File: src/rtl/bat_amateur_pkg.sv
// Shared types and constants for the BatAmateur program loader.
package bat_amateur_pkg;

    localparam int unsigned DEF_ADDRESS_WIDTH = 16;
    localparam int unsigned DEF_DATA_WIDTH    = 16;

    localparam logic RAM_RW_WRITE = 1'b0;
    localparam logic RAM_RW_READ  = 1'b1;

    typedef enum logic [2:0] {
        S_GRAB,
        S_ADDR,
        S_COUNT,
        S_DATA,
        S_SETTLE_UP,
        S_RUN
    } state_e;

endpackage

File: src/rtl/bat_amateur_settle_timer.sv
// Saturating 4-bit down-counter; done once SETTLE_CYCLES-1 cycles have elapsed since load/reset.
module bat_amateur_settle_timer #(
    parameter int unsigned SETTLE_CYCLES = 2
) (
    input  logic clk,
    input  logic rst_n,
    input  logic load,
    output logic done
);

    localparam logic [3:0] LOAD_VALUE = 4'(SETTLE_CYCLES - 1);

    logic [3:0] count_q;

    // Reset counts as a load so the post-reset grab interval matches a reload.
    always_ff @(posedge clk or negedge rst_n) begin
        if (!rst_n) begin
            count_q <= LOAD_VALUE;
        end else if (load) begin
            count_q <= LOAD_VALUE;
        end else if (count_q != 4'd0) begin
            count_q <= count_q - 4'd1;
        end
    end

    assign done = (count_q == 4'd0);

endmodule

File: src/rtl/bat_amateur_loader.sv
// Boot loader and RAM bus owner: streams header+payload into RAM while the CPU is halted.
module bat_amateur_loader
    import bat_amateur_pkg::*;
#(
    parameter int unsigned ADDRESS_WIDTH = DEF_ADDRESS_WIDTH,
    parameter int unsigned DATA_WIDTH    = DEF_DATA_WIDTH,
    parameter int unsigned SETTLE_CYCLES = 2
) (
    input  logic                     CLK,
    input  logic                     RESET,
    input  logic [DATA_WIDTH-1:0]    IN_DATA,
    input  logic                     IN_VALID,
    output logic                     IN_READY,
    input  logic                     LOAD_REQ,
    output logic                     HALT,
    output logic                     RAM_EN,
    output logic                     RAM_RW,
    output logic [ADDRESS_WIDTH-1:0] ADDRESS_OUT,
    output logic [DATA_WIDTH-1:0]    DATA_OUT,
    output logic                     BUS_OE,
    output logic                     LOAD_DONE
);

    localparam logic [DATA_WIDTH-1:0]    CNT_ONE  = DATA_WIDTH'(1);
    localparam logic [ADDRESS_WIDTH-1:0] ADDR_ONE = ADDRESS_WIDTH'(1);

    state_e                   state_q, state_d;
    logic [ADDRESS_WIDTH-1:0] addr_q, addr_d;
    logic [DATA_WIDTH-1:0]    cnt_q, cnt_d;
    logic                     halt_q, halt_d;
    logic                     bus_oe_q, bus_oe_d;
    logic                     ram_en_q, ram_en_d;
    logic                     ram_rw_q, ram_rw_d;
    logic [ADDRESS_WIDTH-1:0] addr_out_q, addr_out_d;
    logic [DATA_WIDTH-1:0]    data_out_q, data_out_d;
    logic                     in_ready_q, in_ready_d;
    logic                     load_done_q, load_done_d;

    logic xfer;
    logic timer_load;
    logic timer_done;

    assign xfer = IN_VALID && in_ready_q;

    // Settle interval restarts on the HALT rise (reload) and on the bus release cycle.
    assign timer_load = ((state_q == S_RUN) && LOAD_REQ) ||
                        ((state_q == S_SETTLE_UP) && load_done_q);

    bat_amateur_settle_timer #(
        .SETTLE_CYCLES(SETTLE_CYCLES)
    ) u_settle_timer (
        .clk  (CLK),
        .rst_n(RESET),
        .load (timer_load),
        .done (timer_done)
    );

    always_comb begin
        state_d    = state_q;
        addr_d     = addr_q;
        cnt_d      = cnt_q;
        bus_oe_d   = bus_oe_q;
        ram_en_d   = 1'b0;
        ram_rw_d   = RAM_RW_READ;
        addr_out_d = addr_out_q;
        data_out_d = data_out_q;

        unique case (state_q)
            S_GRAB: begin
                if (timer_done) begin
                    bus_oe_d = 1'b1;
                    state_d  = S_ADDR;
                end
            end
            S_ADDR: begin
                if (xfer) begin
                    addr_d  = IN_DATA[ADDRESS_WIDTH-1:0];
                    state_d = S_COUNT;
                end
            end
            S_COUNT: begin
                if (xfer) begin
                    cnt_d   = IN_DATA;
                    state_d = (IN_DATA == '0) ? S_SETTLE_UP : S_DATA;
                end
            end
            S_DATA: begin
                if (xfer) begin
                    ram_en_d   = 1'b1;
                    ram_rw_d   = RAM_RW_WRITE;
                    addr_out_d = addr_q;
                    data_out_d = IN_DATA;
                    addr_d     = addr_q + ADDR_ONE;
                    cnt_d      = cnt_q - CNT_ONE;
                    if (cnt_q == CNT_ONE) begin
                        state_d = S_SETTLE_UP;
                    end
                end
            end
            S_SETTLE_UP: begin
                // First cycle carries the final write; release the bus right after it.
                if (load_done_q) begin
                    bus_oe_d = 1'b0;
                end else if (timer_done) begin
                    state_d = S_RUN;
                end
            end
            S_RUN: begin
                if (LOAD_REQ) begin
                    state_d = S_GRAB;
                end
            end
            default: state_d = S_GRAB;
        endcase

        in_ready_d  = (state_d == S_ADDR) || (state_d == S_COUNT) || (state_d == S_DATA);
        load_done_d = (state_d == S_SETTLE_UP) && (state_q != S_SETTLE_UP);
        halt_d      = (state_d != S_RUN);
    end

    always_ff @(posedge CLK or negedge RESET) begin
        if (!RESET) begin
            state_q     <= S_GRAB;
            addr_q      <= '0;
            cnt_q       <= '0;
            halt_q      <= 1'b1;
            bus_oe_q    <= 1'b0;
            ram_en_q    <= 1'b0;
            ram_rw_q    <= RAM_RW_READ;
            addr_out_q  <= '0;
            data_out_q  <= '0;
            in_ready_q  <= 1'b0;
            load_done_q <= 1'b0;
        end else begin
            state_q     <= state_d;
            addr_q      <= addr_d;
            cnt_q       <= cnt_d;
            halt_q      <= halt_d;
            bus_oe_q    <= bus_oe_d;
            ram_en_q    <= ram_en_d;
            ram_rw_q    <= ram_rw_d;
            addr_out_q  <= addr_out_d;
            data_out_q  <= data_out_d;
            in_ready_q  <= in_ready_d;
            load_done_q <= load_done_d;
        end
    end

    assign HALT        = halt_q;
    assign BUS_OE      = bus_oe_q;
    assign RAM_EN      = ram_en_q;
    assign RAM_RW      = ram_rw_q;
    assign ADDRESS_OUT = addr_out_q;
    assign DATA_OUT    = data_out_q;
    assign IN_READY    = in_ready_q;
    assign LOAD_DONE   = load_done_q;

endmodule
File: config.mk
export PLATFORM = sky130hd
export DESIGN_NAME = bat_amateur_loader
export DESIGN_NICKNAME = d
export VERILOG_FILES = /design/src/rtl/bat_amateur_pkg.sv /design/src/rtl/bat_amateur_settle_timer.sv /design/src/rtl/bat_amateur_loader.sv
export SDC_FILE = /design/constraint.sdc
export NUM_CORES = 1
export LEC_CHECK = 0
export BUFFER_PORTS_ARGS = -buffer_cell sky130_fd_sc_hd__buf_2
export CAP_MARGIN = 20
export CORE_ASPECT_RATIO = 2
export CORE_MARGIN = 2
export CORE_UTILIZATION = 50
export DETAILED_ROUTE_END_ITERATION = 12
export HOLD_SLACK_MARGIN = 0.02
export PLACE_DENSITY = 0.67
export SLEW_MARGIN = 20
export SYNTH_ARGS = -nofsm -noshare
export SYNTH_HDL_FRONTEND = slang
export SYNTH_HIERARCHICAL = 1
export SYNTH_SLANG_ARGS = --single-unit
export TNS_END_PERCENT = 10
File: constraint.sdc
create_clock -name CLK -period 2.45 [get_ports CLK]
set_input_delay 0.49 -clock CLK [delete_from_list [all_inputs] [get_ports CLK]]
set_output_delay 0.49 -clock CLK [all_outputs]
set_load 0.005 [all_outputs]
==> results.py <==
metrics = {
    "run_status": {
        "outcome": "completed",
    },
    "hold_path": {
        "hold_class": "primary input to async pin",
    },
    "floorplan": {
        "core_region_area_mm2": 0.00754,
        "start_util": 0.514,
        "die_w_um": 66.3,
        "die_area_mm2": 0.00851,
        "die_y_um": 129,
        "top_level_ports": 58,
        "core.rowCount": 45,
    },
    "global_route": {
        "grt_max_degree": 59,
        "antenna_found_initial": 0,
        "grt_first_pass_wirelength_mm": 16.4,
        "grt_pass1_vias": 3415,
        "overflow": 0,
        "track_usage": 0.256,
    },
    "synthesis": {
        "async_reset_ff_frac": 1.00,
        "synth_top_area_frac": 0.478,
        "synthFlopType": "dfrtp_1",
        "ys_seq_area_frac": 0.498,
        "synth_edf_count": 0,
        "synth_cell_type_count": 55,
        "avgSynthCellArea_um2": 8.77,
        "syn_area_mm2": 0.00387,
        "syn-num-nets": 467,
        "synth_seq_cells": 77,
        "yosys-top-cells-count": "nand2_1 (113), dfrtp_1 (74), nor2_1 (31)",
        "yosysWarnings": 6,
        "synthCells": 442,
        "yosysMostFrequentCell": "nand2_1",
        "synth.area.top_cells": "dfrtp_1 (48%), nand2_1 (11%), a21oi_1 (3.9%)",
        "synth_area_leader_cell": "dfrtp_1",
    },
    "cts": {
        "post_cts_resized": 0,
        "post-cts-setup-buffer-count": 0,
        "cts_tree": "yes",
        "cts.sinks": 77,
        "htree_levels": 3,
        "clock_path_buffers": 2,
        "cts-root-buf": "clkbuf_16",
        "clk_latency_ns": 0.34,
        "cts-buffers-inserted": 9,
        "path_clk_slew_ns": 0.06,
        "cts_hold_buf": 0,
    },
    "worst_setup_path": {
        "path_buf_inv": 1,
        "crit_family": "compound AO/OA/AOI/OAI gates",
        "crit_fanout": 6,
        "required_ns": 2.67,
        "worstSetupEndpointType": "register",
        "critical_path.max_stage_delay_ns": 0.53,
        "path_cells": "inv_1 -> ha_1 -> nor3b_4 -> nor3b_1 -> o21bai_1 -> o31ai_1 -> a211o_1 -> o31a_1",
        "reg2reg_depth": 8,
        "crit_path_top_delay_cell": "dfstp_2",
        "crit_type": "register to register",
        "cp_data_arrival_time_ns": 2.33,
        "crit_path_start_kind": "register",
        "path_depth": 8,
    },
    "detailed_routing": {
        "vias_per_cell": 5.85,
        "wire_per_inst_um": 17.1,
        "drt_wl_total_mm": 10.3,
        "ant_nets": 0,
        "dr.first_iter.drc_count": 243,
        "drc": 0,
        "via_count": 3511,
        "drtPass1Iterations": 5,
    },
    "finish": {
        "seq_area_mm2": 0.00193,
        "antenna_cells": 0,
        "n_fill_cell": 679,
        "fin_nets": 526,
        "fin_area_mm2": 0.00460,
        "area_growth_pct": 18.7,
        "multiInputGateArea_mm2": 0.00181,
        "drive_gt1_frac": 0.196,
    },
    "place": {
        "portBuffers": 57,
        "gp_congestion": 0.863,
        "hpwlAfterDp_mm": 7.30,
        "placed_area_mm2": 0.00433,
    },
    "timing": {
        "finalCritPeriodShare": 0.862,
        "fmax_mhz": 474,
        "final-setup-viol-count": 0,
        "rsz0062_at_grt": "false",
        "setup_tns_ns": 0,
        "hold_violations": 0,
        "relSlewSlack": 0.673,
        "slew_viol_final": 0,
        "worst_slew_pin_slew_ns": 0.486,
        "fin_crit_ns": 2.11,
        "skew_ns": 0.00781,
    },
    "power": {
        "power_density_mw_per_mm2": 1270,
        "p_leak_nw": 2.13,
        "vdd_drop_max_uv": 635,
    },
    "run": {
        "max_cap_violations": 0,
    },
}
==> path summary, 6_finish.rpt <==
path	start	slack, ns	endpoint
max	u_settle_timer/count_q[0]$_DFFE_PN1P_	0.34	IN_READY$_DFF_PN0_
min reg2reg	ADDRESS_OUT[0]$_DFFE_PN0P_	0.47	ADDRESS_OUT[0]$_DFFE_PN0P_
min	RESET	0.03	DATA_OUT[14]$_DFFE_PN0P_
max reg2reg	u_settle_timer/count_q[0]$_DFFE_PN1P_	0.34	IN_READY$_DFF_PN0_
max in group asynchronous	RESET	1.79	RAM_RW$_DFF_PN1_
min in group CLK	IN_DATA[5]	0.38	DATA_OUT[5]$_DFFE_PN0P_
==> metal layers <==
metal | up-vias | routed length, um | GRT usage
met2 | 120 | 5340 | 0.425
met3 | 33 | 482 | 0.0455
met4 | 0 | 532 | 0.161
met5 | - | 0 | 0
met1 | 1673 | 3910 | 0.299
li1 | 1685 | - | -
==> power breakdown <==
group / switching [mW] / internal (mW) / leakage (nW)
Combinational: 1.22 / 0.966 / 1.08
Clock: 0.544 / 0.692 / 0.129
Sequential: 0.559 / 1.84 / 0.918
Total: 2.32 / 3.50 / 2.13
==> cells in the final DEF (no fill, tap or decap), drive strengths merged, types with 8 or more instances in the layout <==
cell / n
nand2: 113
dfrtp: 74
buf: 72
nor2: 31
a21oi: 30
o21ai: 29
nor3: 14
nand3: 12
nor4: 12
inv: 12
clkbuf: 10
nor3b: 8
==> worst reg2reg max path: stages (launching register included) <==
cell and delay (ns):
dfstp_2 0.53, inv_1 0.07, ha_1 0.23, nor3b_4 0.18, nor3b_1 0.14, o21bai_1 0.18, o31ai_1 0.10, a211o_1 0.26
o31a_1 0.30
==> state kept, by name, summed over array words and instances, names as in the netlist <==
| signal | cells |
|---|---|
| ADDRESS_OUT | 16 |
| BUS_OE | 1 |
| DATA_OUT | 16 |
| HALT | 1 |
| IN_READY | 1 |
| LOAD_DONE | 1 |
| RAM_EN | 1 |
| RAM_RW | 1 |
| addr_q | 16 |
| cnt_q | 16 |
| state_q | 3 |
| u_settle_timer/count_q | 4 |
==> cells by family after synthesis <==
| family | share of synthesized area |
|---|---|
| AO/OA/AOI/OAI | 0.155 |
| XOR/XNOR | 0.00226 |
| adder cells (fa/ha/maj) | 0.0161 |
| buffers and inverters | 0.0336 |
| flip-flops | 0.498 |
| multiplexers | 0.0161 |
| AND/OR/NAND/NOR | 0.279 |
==> layout make-up <==
type / count / share of cell area
Timing Repair Buffer: 72 / 0.0925
Tap cell: 94 / 0.0256
Clock buffer: 10 / 0.0498
Inverter: 10 / 0.00816
Sequential cell: 77 / 0.420
Multi-Input combinational cell: 331 / 0.394
Clock inverter: 6 / 0.0101
==> stage by stage <==
| stage | hold WS (ns) | util | worst slack [ns] | std cells | power [mW] |
|---|---|---|---|---|---|
| floorplan | 0.194 | - | 0.429 | 442 | 3.74 |
| global placement | 0.386 | 0.573 | 0.278 | 584 | 4.50 |
| detailed placement | 0.392 | 0.573 | 0.276 | 584 | 4.59 |
| CTS | 0.0295 | 0.610 | 0.334 | 600 | 5.84 |
| global route | 0.0460 | 0.610 | 0.193 | 600 | 6.26 |
| finish | 0.0256 | 0.610 | 0.339 | 600 | 5.82 |
Power figures use the tool's default switching activity.
